`src/rtl/prng_sat_cnt.sv`:
```
// prng_sat_cnt: saturating up-counter with synchronous clear and async active-high reset
module prng_sat_cnt #(
  parameter int CNT_W = 16
) (
  input  logic             clk,
  input  logic             rst,
  input  logic             inc,
  input  logic             clr,
  output logic [CNT_W-1:0] cnt
);
  // count up on inc, stick at all-ones, clear wins over inc
  always_ff @(posedge clk or posedge rst)
    if (rst) cnt <= '0;
    else if (clr) cnt <= '0;
    else if (inc && !(&cnt)) cnt <= cnt + CNT_W'(1);
endmodule

```
`config.mk`:
```
export PLATFORM = sky130hd
export DESIGN_NAME = prng_sat_cnt
export DESIGN_NICKNAME = d
export VERILOG_FILES = /design/src/rtl/prng_sat_cnt.sv
export SDC_FILE = /design/constraint.sdc
export NUM_CORES = 1
export LEC_CHECK = 0
export CAP_MARGIN = 20
export CORE_MARGIN = 2
export CORE_UTILIZATION = 44
export DETAILED_ROUTE_END_ITERATION = 8
export PLACE_DENSITY_LB_ADDON = 0.12
export SETUP_SLACK_MARGIN = 0.3
export SYNTH_ARGS = -nofsm -noshare
export SYNTH_HDL_FRONTEND = slang
export SYNTH_SLANG_ARGS = --single-unit
```
`constraint.sdc`:
```
create_clock -name clk -period 1.9 [get_ports clk]
set_clock_uncertainty 0.15 [all_clocks]
set_input_delay 0.57 -clock clk [delete_from_list [all_inputs] [get_ports clk]]
set_output_delay 0.57 -clock clk [all_outputs]
set_load 0.05 [all_outputs]
```
# --- Word-level counts from Yosys, hierarchy flattened ---
# Cells that the tools add are included.
op_classes:
  add_sub_neg: 1
  n_mux: 2
  n_reduce_logical: 4
op_table:
  columns: ["cell", "count"]
  rows:
  - ["16-bit 2-to-1 mux", 2]
  - ["16-bit by 1-bit adder with 16-bit output, second input constant", 1]
  - ["16-bit AND reduction", 1]
  - ["2-bit nonzero test", 1]
  - ["1-bit logical AND", 1]
  - ["1-bit zero test", 1]
word_totals:
  ff_bits: 16
  inputBits: 4
  out_inout_bits: 16
  elab_cells: 8

# --- Logic depth before layout (Yosys ltp) ---
# Gate-level depths: netlist of the first run.
depth:
  depth_word: 5
  mapped_depth: 6
  depth_no_buf: 5

# --- Worst setup path after synthesis of the first run ---
# No wires, ideal clock.
synth_timing:
  path_kind: "flip-flop to flip-flop"
  start: "register cnt[0]"
  end: "register cnt[12]"
  setup_time_ps: 78
  arrival_ps: 2049
  required_ps: 1672
  setup_slack_ps: -377
  stages_incl_launch_ff: 7
  n_path_buf: 1
  period_less_slack_ps: 2277
  cell_sequence: "dfrtp_1 ha_1 nand2_1 or3_1 buf_2 or4_1 a21oi_1"
synth_via:
  elab_chain_cells: 4
  elab_cells_between_ends: 7
  classes_between: "add/sub (1); mux (2); reduce/logical (4)"
synth_rtl:
  columns: ["element", "line_no", "rtl"]
  rows:
  - ["start: declaration", "9", "output logic [CNT_W-1:0] cnt"]
  - ["start signal: assignment", "15", "else if (inc && !(&cnt)) cnt <= cnt + CNT_W'(1);"]
  - ["parallel branches: the longest is 4 deep, another holds 16-bit by 1-bit adder with 16-bit output", null, null]
# Parallel ways; which one is timed is not known. The select of a mux whose other input is x is not followed.
# A chain may end at the register's enable or synchronous reset.

# --- Worst setup path after layout of the first run ---
layout_timing:
  start: "register cnt[0]"
  end: "register cnt[10]"
# Same word-level chain as after synthesis.

==> impl_metrics.py, run 1 <==
metrics = {
    "outcome": {
        "status": "finished, violations left",
        "violations": "setup timing",
    },
    "critical_path": {
        "r2r_start": "cnt[0]",
        "crit_fanout": 6,
        "crit_path_start_kind": "flop",
        "crit_required_ns": 1.97,
        "crit_type": "flop to flop",
        "crit-reg2reg-capture": "cnt[10]",
        "reg2regPathDepth": 6,
        "rrSetupSlack_ns": -0.05,
        "arrival_ns": 2.02,
        "worstSetupEndpointType": "flop",
    },
    "detailed_routing": {
        "routed_wirelength_um": 4130,
        "drt-vias-per-instance": 5.98,
        "drcViolationCount": 0,
        "drt-initial-drc-count": 63,
        "drt.antenna.violating_nets": 0,
        "first_pass_iters": 4,
        "wl_per_cell_um": 21.5,
        "vias": 1149,
    },
    "clock_tree": {
        "htreeDepth": 1,
        "cts.sinks": 16,
        "cts_tree": "done",
        "clock_latency_ns": 0.30,
        "numCtsBuffers": 3,
        "cts_root_buf": "clkbuf_4",
        "clk_path_buf_depth": 2,
        "clkTransAtPathRegs_ns": 0.12,
    },
    "run": {
        "drv_cap": 0,
    },
    "power": {
        "ir_drop_v": 0.000388,
        "power_density_nw_per_um2": 355,
        "p_switching_mw": 0.183,
        "internal-power_mw": 0.478,
        "power_frac_comb": 0.159,
        "p_seq_frac": 0.531,
        "power_switching_share": 0.277,
        "clkPwrFrac": 0.310,
        "p_leak_nw": 0.730,
    },
    "finish": {
        "nFillCells": 52,
        "drive_above_1_share": 0.661,
        "largestRegisters": "cnt (16)",
        "final_nets": 171,
        "diodes": 0,
        "area_delta_synth_final_pct": 102,
        "largest_reg_flops": 16,
        "regMostFlops": "cnt",
    },
    "sta": {
        "rsz0062_at_grt": "yes",
        "post-route-min-period_ns": 1.95,
        "tightestPinTransition_ns": 0.447,
        "fin_ws_ns": -0.0507,
        "slew_viol_final": 0,
        "timing.slew.headroom": 0.702,
        "setup_viol": 3,
        "fmax_ghz": 0.513,
        "finalHoldViolCount": 0,
        "finalCritPeriodShare": 1.03,
        "fin_tns_setup_ns": -0.0636,
    },
    "synth": {
        "ys_ff_latch": 16,
        "yosysTopAreaCellShare": 0.434,
        "yosysTopAreaCell": "dfrtp_1",
        "synth.area.top_cells": "dfrtp_1 43%, or3_1 5.4%, a21oi_1 4.3%, o31ai_1 4.1%, nor2_1 3.7%",
        "ys_warn_count": 0,
        "synth_area_um2": 922,
        "postSynthNetCount": 109,
        "syn_inst": 104,
        "avgSynthCellArea_um2": 8.87,
        "ys_seq_area_frac": 0.434,
        "ys_types": 33,
    },
    "grt": {
        "grt_pass1_vias": 1206,
        "grt_antenna_before_repair": 0,
        "grt_max_degree": 17,
        "overflow": 0,
        "grt_pass1_wl_um": 5680,
        "gr-usage-all-layers": 0.300,
    },
    "place": {
        "dp_slack_ns": -0.603,
        "place_congestion": 0.802,
        "port_buffers": 19,
        "hpwlAfterDp_um": 1760,
    },
    "floorplan": {
        "die_w_um": 49.8,
        "die_h_um": 49.8,
        "fp.dieArea_um2": 2480,
        "io_pins": 20,
        "fp.coreArea_um2": 1960,
        "start_util": 0.470,
        "rows": 16,
    },
    "hold_path": {
        "hp-class": "input pin to async pin",
    },
}
==> per-stage QoR <==
step | power, mW | std cells | utilization | area, um^2 | hold slack [ns]
3_5_place_dp | 0.450 | 163 | 0.745 | 1460 | 0.451
3_3_place_gp | 0.447 | 163 | 0.745 | 1460 | 0.436
5_1_grt | 0.682 | 192 | 0.949 | 1860 | 0.465
6_report | 0.661 | 192 | 0.949 | 1860 | 0.423
4_1_cts | 0.641 | 188 | 0.885 | 1740 | 0.453
2_1_floorplan | 0.399 | 104 | - | 973 | 0.333
==> how the worst max path moves through the flow <==
stage / start / end / slack (ns) / cells past startpoint
after floorplan: cnt[1] / cnt[12] / -0.11 / 6
after global placement: inc / cnt[12] / -0.53 / 6
after detailed placement: inc / cnt[13] / -0.60 / 5
after CTS: cnt[0] / cnt[12] / 0.06 / 5
after global routing: cnt[0] / cnt[10] / -0.09 / 6
final: cnt[0] / cnt[10] / -0.05 / 6
==> synth_stat cells <==
cell,n
or2_2,1
ha_1,1
a211oi_1,2
nand3_1,5
mux2i_1,1
nor4_1,1
nor2_1,9
a21oi_1,8
o211ai_1,1
o21bai_1,1
or4_1,3
a31oi_1,2
o31ai_1,5
dfrtp_1,16
inv_1,6
nor3b_1,1
or3_1,8
nor2b_1,2
a21boi_0,1
clkbuf_2,1
nor3_2,1
a2111oi_0,1
mux2_2,3
o21ai_0,5
and3_1,2
nand4_1,1
nor3_1,1
nand2b_1,4
clkbuf_1,2
buf_2,1
nand3_2,1
nand2_1,6
a31o_2,1
==> routing by layer <==
layer	global-route usage	part of all wire	wire length [um]	vias to the layer above
met5	0	0	0	-
met4	0.157	0.045	184	0
met3	0.0455	0.061	252	23
met2	0.520	0.49	2040	69
met1	0.354	0.40	1660	551
li1	-	-	-	506
==> power groups by stage <==
stage	clock [mW]	sequential, mW	combinational [mW]
after CTS	0.192	0.351	0.0979
final	0.205	0.351	0.105
after global placement	0	0.357	0.0900
after global routing	0.219	0.352	0.111
after floorplan	0	0.373	0.0263
after detailed placement	0	0.357	0.0925
==> layout by cell type (no fill, tap or decap), types with 2 or more instances in the layout <==
cell             instances
nand3_2                  2
a21oi_1                  3
nor2_1                   8
inv_1                    6
a21oi_2                  5
buf_4                   28
clkdlybuf4s50_1          2
dfrtp_2                 16
nand2b_1                 4
o21ai_0                  2
nand2_2                  2
nand2_1                  4
nand3_1                  2
buf_12                  17
and3_1                   2
nor2b_1                  2
mux2_2                   3
or3_1                    5
clkbuf_4                 3
o21ai_1                  2
o31ai_1                  3
buf_6                   13
nand3_4                  2
or3_4                    3
or4_1                    2
==> worst max-delay path, stage by stage (launching register included) <==
cell and delay (ns):
dfrtp_2 0.42, ha_4 0.16, nand2_2 0.06, or3_4 0.40, buf_6 0.15, or3_1 0.36
a21oi_1 0.19
==> cell families after synthesis <==
| family | share of synthesized area |
|---|---|
| simple gates | 0.277 |
| compound gates | 0.185 |
| flops | 0.434 |
| buf+inv | 0.0434 |
| mux | 0.0475 |
| fa+ha+maj | 0.0136 |
==> cell type report <==
class / instances / area [um^2] / share of cell area
multi-input cells: 78 / 637 / 0.342
repair buffers: 61 / 722 / 0.388
well taps: 27 / 33.8 / 0.0181
inverters: 6 / 22.5 / 0.0121
clock buffers: 4 / 26.3 / 0.0141
flip-flops and latches: 16 / 420 / 0.226
==> what timing repair did <==
action / CTS / global route
hold buffers: 0 / 0
gates cloned: 0 / 0
resized for setup: 25 / 21
setup buffers: 21 / 4
pin swaps: 9 / 12
endpoints found under the setup margin: 32 / 32
No activity file was read; power rests on OpenSTA's default activity.
==> inputs of run 2 (changes only) <==
Settings changed: PLACE_DENSITY set to 0.76, PLACE_DENSITY_LB_ADDON 0.12 to unset, REMOVE_ABC_BUFFERS set to 1.
==> run 2 against run 1 <==
The run now fails in global routing (5_1_grt). Synthesized area did not move. Synthesized cell count unchanged.
==> impl_metrics.py, run 2 <==
metrics = {
    "outcome": {
        "status": "aborted with a tool error",
        "lastStage": "global routing (5_1_grt)",
        "tool.error": "[ERROR DPL-0038] Utilization greater than 100%, impossible to legalize",
    },
    "sta": {
        "worst_endpoint": "cnt[8]$_DFFE_PP0P_/D",
        "worstEpCategory": "sequential cell input",
    },
    "synth": {
        "synth.area.top_cells": "dfrtp_1 43%, or3_1 5.4%, a21oi_1 4.3%, o31ai_1 4.1%, nor2_1 3.7%",
        "yosysTopAreaCell": "dfrtp_1",
        "ys_warn_count": 0,
        "synth_area_um2": 922,
        "async_flop_share": 1.00,
        "ys_ff_latch": 16,
        "synthTopCellsByCount": "16 x dfrtp_1, 9 x nor2_1, 8 x a21oi_1, 8 x or3_1",
        "synth_edf_count": 0,
        "ys_types": 33,
        "syn_inst": 104,
        "synth-main-ff-cell": "dfrtp_1",
        "ys_seq_area_frac": 0.434,
        "avgSynthCellArea_um2": 8.87,
        "synth_most_common_cell": "dfrtp_1",
        "yosysTopAreaCellShare": 0.434,
    },
    "place": {
        "place_congestion": 0.839,
        "hpwlAfterDp_um": 2010,
        "port_buffers": 19,
    },
    "floorplan": {
        "rows": 16,
        "io_pins": 20,
        "die_w_um": 49.8,
        "die_h_um": 49.8,
        "start_util": 0.470,
    },
    "clock_tree": {
        "htreeDepth": 1,
        "numCtsBuffers": 3,
        "cts.sinks": 16,
        "clk_path_buf_depth": 2,
        "cts_root_buf": "clkbuf_4",
    },
    "grt": {
        "grt_max_degree": 17,
    },
}
[run 2: cell counts after synthesis]
No cell type changed its count.
[run 2: kinds of logic after synthesis]
group                      synth area share
muxes                                0.0475
DFF                                   0.434
AOI/OAI and AO/OA                     0.185
adders and majority gates            0.0136
and+or+nand+nor                       0.277
buffers and inverters                0.0434
[run 2: timing repair]
action                     4_1_cts
buffers inserted                16
hold endpoints to repair         0
setup endpoints to repair       32
hold buffers                     0
pin swaps                       14
gates resized for setup         44
[run 2: metrics by stage]
stage | instances | util | setup WS, ns | instance area (um^2) | setup TNS [ns]
3_3_place_gp | 172 | 0.756 | -0.529 | 1480 | -4.80
2_1_floorplan | 100 | - | -0.339 | 905 | -2.11
4_1_cts | 191 | 0.902 | 0.0779 | 1770 | 0
3_5_place_dp | 172 | 0.756 | -0.649 | 1480 | -5.52
==> inputs of run 3 (changes only) <==
Settings changed: CORE_AREA set to 2 2 63 65, CORE_MARGIN 2 to unset, CORE_UTILIZATION 44 to unset, DIE_AREA set to 0 0 65 67, PLACE_DENSITY 0.76 to unset, PLACE_DENSITY_LB_ADDON set to 0.15, SETUP_SLACK_MARGIN 0.3 to unset.
Clock period 1.9 ns to 2.47 ns, I/O delays scaled along.
==> run 3 against run 2 <==
The run now ends clean.
==> impl_metrics.py, run 3 (synthesized netlist as in run 1, its figures left out) <==
metrics = {
    "outcome": {
        "status": "finished clean",
    },
    "sta": {
        "timing.slew.headroom": 0.501,
        "fmax_ghz": 0.414,
        "slew_viol_final": 0,
        "setup_viol": 0,
        "finalHoldViolCount": 0,
        "tightestPinTransition_ns": 0.741,
        "finalCritPeriodShare": 0.979,
        "post-route-min-period_ns": 2.42,
    },
    "place": {
        "place_congestion": 0.735,
        "placed_cells": 174,
        "port_buffers": 19,
        "hpwlAfterDp_um": 1780,
        "post_dp_cell_area_um2": 1180,
    },
    "critical_path": {
        "rrSetupSlack_ns": 0.44,
        "worstSetupEndpointType": "flop",
        "crit_required_ns": 2.51,
        "slowest_delay_ns": 0.57,
        "crit_path_start_kind": "input pin",
        "r2r_start": "cnt[0]",
        "cp_num_cells": 5,
        "path_cells": "clkdlybuf4s50_1, nand3_1, or3_4, or4_1, a21oi_1",
        "crit_fanout": 8,
        "arrival_ns": 2.45,
        "endpoint": "cnt[13]",
        "reg2regPathDepth": 6,
        "startpoint": "inc",
        "crit_type": "input pin to flop",
        "cp_top_family": "simple AND/OR/NAND/NOR gates",
        "slowest_stage": "clkdlybuf4s50_1",
        "crit-reg2reg-capture": "cnt[8]",
        "crit_buf_inv": 1,
    },
    "clock_tree": {
        "htreeDepth": 1,
        "clock_latency_ns": 0.25,
        "cts.sinks": 16,
        "clk_path_buf_depth": 2,
        "numCtsBuffers": 3,
        "hold_buffers": 0,
        "cts_tree": "done",
        "clkTransAtPathRegs_ns": 0.07,
        "cts_root_buf": "clkbuf_8",
    },
    "power": {
        "ir_drop_v": 0.000269,
        "power_mw": 0.558,
        "p_leak_nw": 0.493,
        "power_density_nw_per_um2": 451,
    },
    "finish": {
        "fin_area_um2": 1240,
        "final_cell_count_no_fill": 178,
        "drive_above_1_share": 0.238,
        "largest_reg_flops": 16,
        "diodes": 0,
        "finish.utilization": 0.344,
        "final_common_cell": "buf_4",
        "layout_common_cells": "19 x buf_4, 16 x dfrtp_1, 9 x nor2_1",
        "final_nets": 136,
        "largestRegisters": "cnt (16)",
        "area_delta_synth_final_pct": 34.3,
        "regMostFlops": "cnt",
    },
    "grt": {
        "gr-usage-all-layers": 0.126,
        "grt_pass1_wl_um": 4090,
        "grt_max_degree": 18,
        "grt_antenna_before_repair": 0,
        "overflow": 0,
        "grt_pass1_vias": 899,
    },
    "detailed_routing": {
        "met3_wirelength_um": 100,
        "drcViolationCount": 0,
        "first_pass_iters": 4,
        "wl_per_cell_um": 13.5,
        "vias": 885,
        "wl_met2_um": 1120,
        "routed_wirelength_um": 2400,
        "top_layer": "met4",
        "drt-initial-drc-count": 19,
        "drt-vias-per-instance": 4.97,
        "wl_met1_um": 1110,
        "drt.antenna.violating_nets": 0,
    },
    "floorplan": {
        "rows": 22,
        "fp.dieArea_um2": 4360,
        "die_h_um": 67,
        "start_util": 0.256,
        "die_w_um": 65,
        "io_pins": 20,
        "fp.coreArea_um2": 3610,
    },
    "hold_path": {
        "hp-class": "flop to flop",
    },
    "run": {
        "drv_cap": 0,
    },
}
==> run 3: area by class of cell <==
class | count | area [um^2]
Sequential cell | 16 | 400
Clock buffer | 4 | 55.1
Timing Repair Buffer | 26 | 213
Inverter | 6 | 22.5
Fill cell | 377 | 2370
Multi-Input combinational cell | 78 | 488
Tap cell | 48 | 60.1
==> run 3: metrics by stage <==
stage	setup TNS, ns	hold slack, ns	setup WS, ns
after CTS	0	0.375	0.0515
after floorplan	0	0.505	0.231
final	0	0.365	0.0527
after global routing	-0.000316	0.389	-0.000316
after detailed placement	-1.58	0.368	-0.277
after global placement	-1.21	0.360	-0.213
==> run 3: repair_timing <==
| item | 4_1_cts | 5_1_grt |
|---|---|---|
| gates resized for setup | 1 | 1 |
| setup endpoints to repair | 1 | 1 |
| gates cloned | 0 | 0 |
| setup buffers | 0 | 0 |
==> run 3: worst min path at each step <==
stage | to | start | cells past startpoint | slack [ns]
global route | cnt[4] | cnt[4] | 1 | 0.39
detailed placement | cnt[4] | cnt[4] | 1 | 0.37
floorplan | cnt[0] | rst | 1 | 0.50
CTS | cnt[4] | cnt[4] | 1 | 0.37
finish | cnt[4] | cnt[4] | 1 | 0.36
global placement | cnt[4] | cnt[4] | 1 | 0.36
==> run 3: per-layer routing <==
layer	vias up	GRT usage
li1	432	-
met4	0	0.0851
met2	22	0.197
met5	-	0
met1	425	0.153
met3	6	0.0321
==> run 3: where the power goes <==
part	internal, mW	switching (mW)
logic	0.0185	0.0305
registers	0.265	0.00487
clock network	0.142	0.0975
==> inputs of run 4 (changes only) <==
Settings changed: REMOVE_ABC_BUFFERS 1 to unset.
==> run 4 against run 3 <==
Die area unchanged. Non-clock buffer count increased by 3. Critical path depth shrank 4. Global-route usage is 0.85 points lower. Sequential share of layout area shrank 0.55 points. Worst setup slack better by 0.051 ns. Combinational power is 7.1% higher. Worst hold slack gained 0.022 ns. Register-to-register slack improved by 0.03 ns. Maximum frequency is 2.2% higher. Via count shrank 1.2%. Critical path type is now flop to primary output. Critical endpoint is now cnt[10].
==> impl_metrics.py, run 4 (synthesized netlist as in run 1, its figures left out) <==
metrics = {
    "outcome": {
        "status": "finished clean",
    },
    "power": {
        "power_mw": 0.560,
        "power_density_nw_per_um2": 444,
        "p_leak_nw": 0.508,
        "ir_drop_v": 0.000268,
    },
    "floorplan": {
        "die_w_um": 65,
        "start_util": 0.256,
        "fp.dieArea_um2": 4360,
        "io_pins": 20,
        "fp.coreArea_um2": 3610,
        "die_h_um": 67,
        "rows": 22,
    },
    "detailed_routing": {
        "routed_wirelength_um": 2250,
        "drcViolationCount": 0,
        "vias": 874,
        "drt.antenna.violating_nets": 0,
        "drt-vias-per-instance": 4.83,
        "first_pass_iters": 4,
        "drt-initial-drc-count": 37,
        "wl_per_cell_um": 12.4,
    },
    "place": {
        "port_buffers": 19,
        "dp_slack_ns": -0.208,
        "hpwlAfterDp_um": 1740,
        "post_dp_cell_area_um2": 1200,
        "place_congestion": 0.813,
        "placed_cells": 177,
    },
    "finish": {
        "final_cell_count_no_fill": 181,
        "layout_common_cells": "22 x buf_4, 16 x dfrtp_1, 9 x nor2_1",
        "regMostFlops": "cnt",
        "drive_above_1_share": 0.256,
        "largestRegisters": "cnt (16)",
        "largest_reg_flops": 16,
        "fin_area_um2": 1260,
        "diodes": 0,
        "final_nets": 139,
        "final_common_cell": "buf_4",
        "area_delta_synth_final_pct": 36.6,
        "finish.utilization": 0.349,
    },
    "sta": {
        "fin_ws_ns": 0.104,
        "rsz0062_at_grt": "no",
        "post-route-min-period_ns": 2.37,
        "finalHoldViolCount": 0,
        "slew_viol_final": 0,
        "finalCritPeriodShare": 0.958,
        "fin_tns_setup_ns": 0,
        "fmax_ghz": 0.423,
        "tightestPinTransition_ns": 0.719,
        "setup_viol": 0,
        "timing.slew.headroom": 0.516,
        "holdWs_ns": 0.387,
    },
    "critical_path": {
        "crit-reg2reg-capture": "cnt[12]",
        "crit_path_start_kind": "flop",
        "crit_fanout": 5,
        "rrSetupSlack_ns": 0.47,
        "cp_num_cells": 1,
        "worstSetupEndpointType": "primary output",
        "slowest_stage": "clkdlybuf4s50_1",
        "crit_required_ns": 1.58,
        "crit_buf_inv": 1,
        "cp_top_family": "buffers and inverters",
        "slowest_delay_ns": 0.82,
        "path_cells": "clkdlybuf4s50_1",
        "reg2regPathDepth": 5,
        "arrival_ns": 1.47,
        "r2r_start": "cnt[0]",
        "crit_type": "flop to primary output",
    },
    "clock_tree": {
        "clock_latency_ns": 0.25,
        "numCtsBuffers": 3,
        "cts.sinks": 16,
        "hold_buffers": 0,
        "cts_root_buf": "clkbuf_8",
        "clk_path_buf_depth": 2,
        "htreeDepth": 1,
        "cts_resized": 0,
        "cts_setup_buffers": 0,
        "clkTransAtPathRegs_ns": 0.07,
        "cts_tree": "done",
    },
    "grt": {
        "grtUsageMet2": 0.204,
        "gr-usage-all-layers": 0.118,
        "grt_pass1_wl_um": 3940,
        "grt_use_met1": 0.144,
        "grt_antenna_before_repair": 0,
        "overflow": 0,
        "use_met3": 0.0321,
        "grt_max_degree": 17,
        "busiest_layer": "met2",
        "grt_pass1_vias": 876,
    },
    "hold_path": {
        "hp-class": "flop to flop",
        "worstHoldStart": "cnt[4]",
        "hold-path-endpoint": "cnt[4]",
        "hold_depth": 1,
    },
    "run": {
        "drv_cap": 0,
    },
}
-- run 4: cell types whose count changed in the layout (fill, tap and decap cells not counted) --
cell       before  now
a2111oi_0       0    1
a2111oi_1       1    0
buf_4          19   22
-- run 4: where the power goes --
part	leakage [nW]	total, mW	switching [mW]	internal, mW
combinational	0.257	0.0525	0.0311	0.0215
clock	0.0288	0.237	0.0958	0.142
sequential	0.222	0.270	0.00469	0.265
total	0.508	0.560	0.132	0.428
-- run 4: how the worst max path moves through the flow --
stage | slack [ns] | endpoint | startpoint
finish | 0.10 | cnt[10] | cnt[10]
detailed placement | -0.21 | cnt[13] | inc
global route | 0.02 | cnt[13] | inc
floorplan | 0.19 | cnt[12] | cnt[0]
global placement | -0.16 | cnt[13] | inc
CTS | 0.06 | cnt[13] | inc
-- run 4: layer usage --
layer	up-vias	share of wire	wire [um]
li1	440	-	-
met1	416	0.47	1050
met2	16	0.49	1110
met3	2	0.037	84
met4	0	0.0044	10
met5	-	0	0
-- run 4: area by class of cell --
type / instances / area, um^2
Fill cell: 370 / 2350
Multi-Input combinational cell: 78 / 487
Sequential cell: 16 / 400
Timing Repair Buffer: 29 / 235
Tap cell: 48 / 60.1
Clock buffer: 4 / 55.1
Inverter: 6 / 22.5
